[config.mk]
export PLATFORM = sky130hd
export DESIGN_NAME = tree_path_sequencer
export DESIGN_NICKNAME = d
export VERILOG_FILES = /design/src/rtl/tree_path_sequencer.sv
export SDC_FILE = /design/constraint.sdc
export NUM_CORES = 1
export LEC_CHECK = 0
export ABC_AREA = 1
export CORE_ASPECT_RATIO = 1.2
export CORE_MARGIN = 2
export CORE_UTILIZATION = 57
export DETAILED_ROUTE_END_ITERATION = 16
export PLACE_DENSITY_LB_ADDON = 0.25
export SETUP_SLACK_MARGIN = 0.4
export SYNTH_ARGS = -nofsm -noshare
export SYNTH_HDL_FRONTEND = slang
export SYNTH_SLANG_ARGS = --single-unit
[constraint.sdc]
create_clock -name clk -period 3.8 [get_ports clk]
set_clock_uncertainty 0.2 [all_clocks]
set_input_delay 0.38 -clock clk [delete_from_list [all_inputs] [get_ports clk]]
set_output_delay 0.38 -clock clk [all_outputs]
set_load 0.05 [all_outputs]
[src/rtl/tree_path_sequencer.sv]
// Mixed-radix leaf-path enumerator: one tuple per valid/ready transfer, IDLE -> RUN -> DONE.
// Optional registered path_parity output when TREE_PATH_PARITY_EN is defined.
module tree_path_sequencer #(
  parameter int unsigned LEVELS      = 10,
  parameter int unsigned DIGIT_W     = 3,
  parameter int unsigned FANOUT_TOP  = 3,
  parameter int unsigned FANOUT_LEAF = 5,
  parameter int unsigned IDX_W       = 20
) (
  input  logic                        clk,
  input  logic                        rst,
  input  logic                        start,
  output logic                        out_valid,
  input  logic                        out_ready,
  output logic [LEVELS*DIGIT_W-1:0]   path,
  output logic [IDX_W-1:0]            leaf_index,
  output logic                        last,
  output logic                        busy,
  output logic                        done
`ifdef TREE_PATH_PARITY_EN
  ,
  output logic                        path_parity
`endif
);

  localparam int unsigned PW = LEVELS * DIGIT_W;
  localparam logic [DIGIT_W-1:0] TOP_MAX  = DIGIT_W'(FANOUT_TOP - 1);
  localparam logic [DIGIT_W-1:0] LEAF_MAX = DIGIT_W'(FANOUT_LEAF - 1);

  typedef enum logic [1:0] {S_IDLE, S_RUN, S_DONE} state_e;

  state_e            state_q, state_d;
  logic [PW-1:0]     path_q, path_d;
  logic [IDX_W-1:0]  leaf_index_q, leaf_index_d;
  logic              last_q, last_d;
  logic              xfer;

  function automatic logic [PW-1:0] inc_path(input logic [PW-1:0] p);
    logic               carry;
    logic [DIGIT_W-1:0] dig;
    logic [DIGIT_W-1:0] lim;
    int unsigned        d;
    inc_path = p;
    carry    = 1'b1;
    // Leaf digit is least significant, so walk from LEVELS-1 down to 0.
    for (int unsigned i = 0; i < LEVELS; i++) begin
      d   = LEVELS - 1 - i;
      dig = p[d*DIGIT_W +: DIGIT_W];
      lim = (d == LEVELS - 1) ? LEAF_MAX : TOP_MAX;
      if (carry) begin
        if (dig == lim) begin
          dig = '0;
        end else begin
          dig   = dig + 1'b1;
          carry = 1'b0;
        end
      end
      inc_path[d*DIGIT_W +: DIGIT_W] = dig;
    end
  endfunction

  function automatic logic all_max(input logic [PW-1:0] p);
    all_max = 1'b1;
    for (int unsigned i = 0; i < LEVELS; i++) begin
      if (p[i*DIGIT_W +: DIGIT_W] != ((i == LEVELS - 1) ? LEAF_MAX : TOP_MAX))
        all_max = 1'b0;
    end
  endfunction

  always_ff @(posedge clk or posedge rst) begin
    if (rst) begin
      state_q      <= S_IDLE;
      path_q       <= '0;
      leaf_index_q <= '0;
      last_q       <= 1'b0;
    end else begin
      state_q      <= state_d;
      path_q       <= path_d;
      leaf_index_q <= leaf_index_d;
      last_q       <= last_d;
    end
  end

  assign xfer = (state_q == S_RUN) && out_ready;

  always_comb begin
    state_d = state_q;
    unique case (state_q)
      S_IDLE:  if (start) state_d = S_RUN;
      S_RUN:   if (xfer && last_q) state_d = S_DONE;
      S_DONE:  state_d = S_IDLE;
      default: state_d = S_IDLE;
    endcase
  end

  always_comb begin
    path_d       = path_q;
    leaf_index_d = leaf_index_q;
    if ((state_q == S_IDLE) && start) begin
      path_d       = '0;
      leaf_index_d = '0;
    end else if (xfer && !last_q) begin
      path_d       = inc_path(path_q);
      leaf_index_d = leaf_index_q + 1'b1;
    end
    // last is precomputed from the next path so it lines up with the registered tuple.
    last_d = (state_d == S_RUN) && all_max(path_d);
  end

  always_comb begin
    out_valid  = (state_q == S_RUN);
    busy       = (state_q == S_RUN);
    done       = (state_q == S_DONE);
    path       = path_q;
    leaf_index = leaf_index_q;
    last       = last_q;
  end

`ifdef TREE_PATH_PARITY_EN
  logic path_parity_q;

  always_ff @(posedge clk or posedge rst) begin
    if (rst) path_parity_q <= 1'b0;
    else     path_parity_q <= ^path_d;
  end

  assign path_parity = path_parity_q;
`endif

endmodule

==> results.txt <==
Tot Pwr - 1.90 mW
vias per std cell - 5.38
Initial Util - 59.1%
clock sink total - 53
# rows - 29
P&R area growth vs syn - 23.9%
time the worst path needs with I/O delays and setup - 2.55 ns
clk_lat worst skew - 0.31 ns
register area - 1330 sq um
area fraction in compound gates after synthesis - 6.72%
Die H - 84.9 um
Seq cells post-synth - 53
slowest CP cell - clkdlybuf4s50_1
Critical Path End Type - flip-flop
largest net degree at the start of global routing - 33
DP HPWL - 5440 um
Total Routing Usage GR - 25.6%
Fin Setup TNS - 0 ns
Crit path top cell by count - nor2_1
Root Driver - clkbuf_8
mux contribution to synthesized area - 0%
critical path required time - 3.84 ns
largest stage delay on the critical path - 0.53 ns
fin crit share - 67.0%
ANT nets after route - 0
XOR/XNOR Fraction of Synth Area - 0.564%
hold violation count in the final report - 0
CP max FO - 26
core area - 5260 sq um
CTS tree - yes
Max Slew Vio Count - 0
Post-CTS Setup Bufs - 0
Max Freq - 393 MHz
hold buffers post-CTS - 0
Slew @ Worst Pin - 0.666 ns
Post-Layout Inst Area - 3850 sq um
commonest non-fill, non-tap cell in the layout - nand2_1
initial antenna violation count - 0
Final GP Congestion - 0.864
Synth Area in Simple Gates - 38.3%
crit path DAT - 2.59 ns
sequential area share after synthesis - 42.7%
Syn Inst Count - 423
Post-Route WL - 7400 um
H-tree Lvls - 2
Peak VDD IR - 637 uV
type of the worst setup path - in2reg
Synth Area per Inst - 7.35 sq um
DRT iter0 DRCs - 206
IO Count - 58
Die X - 71.4 um
status - complete, no violations
max cap viols - 0
Reg clk slew, reported paths - 0.09 ns
Final Util - 73.2%
die area - 6060 sq um
total CTS buffers - 5
first-pass GRT wire length - 12500 um
multi-input logic area - 1460 sq um
I/O Buffers - 57
clk buf depth - 2
fillers - 430
ratio of cells with drive above 1 in the final layout - 10.3%
ANT cells - 0
crit path launch type - input pin
final setup fails - 0
syn_nets - 430
critical-path cell list - clkdlybuf4s50_1 -> nand3_1 -> nor2_4 -> nand2_1 -> o21ai_0 -> nand4_1 -> nor2_1 -> nand2_1 -> nor2_1 -> nand3_1 -> nor2_1
PD cells - 493 nW/um^2
vias in the first global route - 2843
Slew HR - 55.6%
Leak - 2.04 nW
Residual DRC - 0
Post-Syn Area - 3110 sq um
CTS resizes - 0
RSZ-0062 raised after global routing - false
Yosys Warn Count - 0
Overflow after GRT - 0
commonest non-fill, non-tap cells in the layout - 90 x nand2_1, 70 x inv_1, 57 x clkdlybuf4s50_1
nets - 492
vias - 2949
Distinct cells, synth - 34
CP top delay family - simple AND/OR/NAND/NOR gates
routed len/inst - 13.5 um
Pre-Repair DR Iteration Count - 4
largest family of logic cells by synthesized area - simple AND/OR/NAND/NOR gates
Synth Area in Adders - 1.21%
hold crit path type - in2async
Post-DP Area - 3750 sq um
WP buf/inv - 1
registers in the layout, summed over array words and instances, names as in the netlist:
register,flops
last,1
path,30
state_q,2
leaf_index,20
worst paths after layout:
path                          startpoint             to  slack [ns]  cells after the start
max reg2reg                   state_q[1]           last        1.38                     11
min in group clk           leaf_index[0]  leaf_index[0]        0.34                      1
max in group asynchronous            rst  leaf_index[4]        2.36                      3
min reg2reg                leaf_index[0]  leaf_index[0]        0.34                      1
min                                  rst  leaf_index[9]        0.29                      2
max                            out_ready           last        1.25                     11
metrics by stage:
stage,std cells,hold WS (ns),setup slack [ns]
floorplan,423,0.413,1.48
global placement,540,0.323,1.08
detailed placement,540,0.319,0.949
CTS,548,0.313,1.27
global route,548,0.359,0.999
finish,548,0.288,1.25
metal layers:
layer	track usage [%]	wire [um]
met3	5.46	392
met1	31.2	3020
met4	9.26	91
met2	44.3	3900
met5	0	0
layout make-up:
type	count	area share, %
Multi-Input combinational cell	288	37.8
Clock buffer	7	2.50
Sequential cell	53	34.4
Clock inverter	1	0.130
Tap cell	62	2.01
Timing Repair Buffer	62	15.8
Inverter	75	7.31
worst register-to-register path, stage by stage (launching register included):
cell and delay (ns):
dfrtp_1 0.43, inv_2 0.08, nand3_1 0.13, nor2_4 0.53
nand2_1 0.19, o21ai_0 0.27, nand4_1 0.12, nor2_1 0.12
nand2_1 0.06, nor2_1 0.09, nand3_1 0.08, nor2_1 0.08
cells in the mapped netlist:
| cell | number | area share [%] |
|---|---|---|
| dfrtp_1 | 53 | 43 |
| nand3_1 | 48 | 7.7 |
| and3_1 | 1 | 0.20 |
| inv_2 | 3 | 0.36 |
| nand2_4 | 1 | 0.36 |
| o21ai_0 | 15 | 2.4 |
| nand3_4 | 1 | 0.56 |
| nand3b_1 | 1 | 0.24 |
| xor2_1 | 2 | 0.56 |
| nand2_2 | 7 | 1.4 |
| buf_4 | 2 | 0.48 |
| ha_1 | 3 | 1.2 |
| nor3b_1 | 1 | 0.24 |
| or2_2 | 1 | 0.20 |
| nor3_1 | 9 | 1.4 |
| o21a_1 | 1 | 0.24 |
| nor3_2 | 1 | 0.32 |
| buf_6 | 1 | 0.36 |
| nand4_1 | 11 | 2.2 |
| a21oi_1 | 17 | 2.7 |
| nor2_1 | 51 | 6.2 |
| nor2_4 | 8 | 2.9 |
| inv_1 | 71 | 8.6 |
| o21ai_1 | 2 | 0.32 |
| a31oi_1 | 2 | 0.40 |
| nand2_1 | 90 | 11 |
| nand3_2 | 3 | 0.97 |
| clkbuf_1 | 1 | 0.12 |
| clkinv_1 | 1 | 0.12 |
| a211oi_1 | 1 | 0.24 |
| o221a_2 | 1 | 0.36 |
| nand4_4 | 1 | 0.68 |
| buf_2 | 3 | 0.48 |
| nor2_2 | 9 | 1.8 |
report_power, final:
part           internal [mW]  switching (mW)  leakage [nW]
Clock                  0.165           0.184        0.0542
Combinational          0.248           0.547          1.41
Sequential             0.649           0.105         0.580
Total                   1.06           0.835          2.04
cell families (layout without fill, tap and decap cells):
kind of cell,Yosys count,in the layout
AO/OA/AOI/OAI,39,39
XOR/XNOR,2,2
AND/OR/NAND/NOR,244,244
buffers and inverters,82,145
adder cells (fa/ha/maj),3,3
flip-flops,53,53
(Power assumes the default switching activity.)
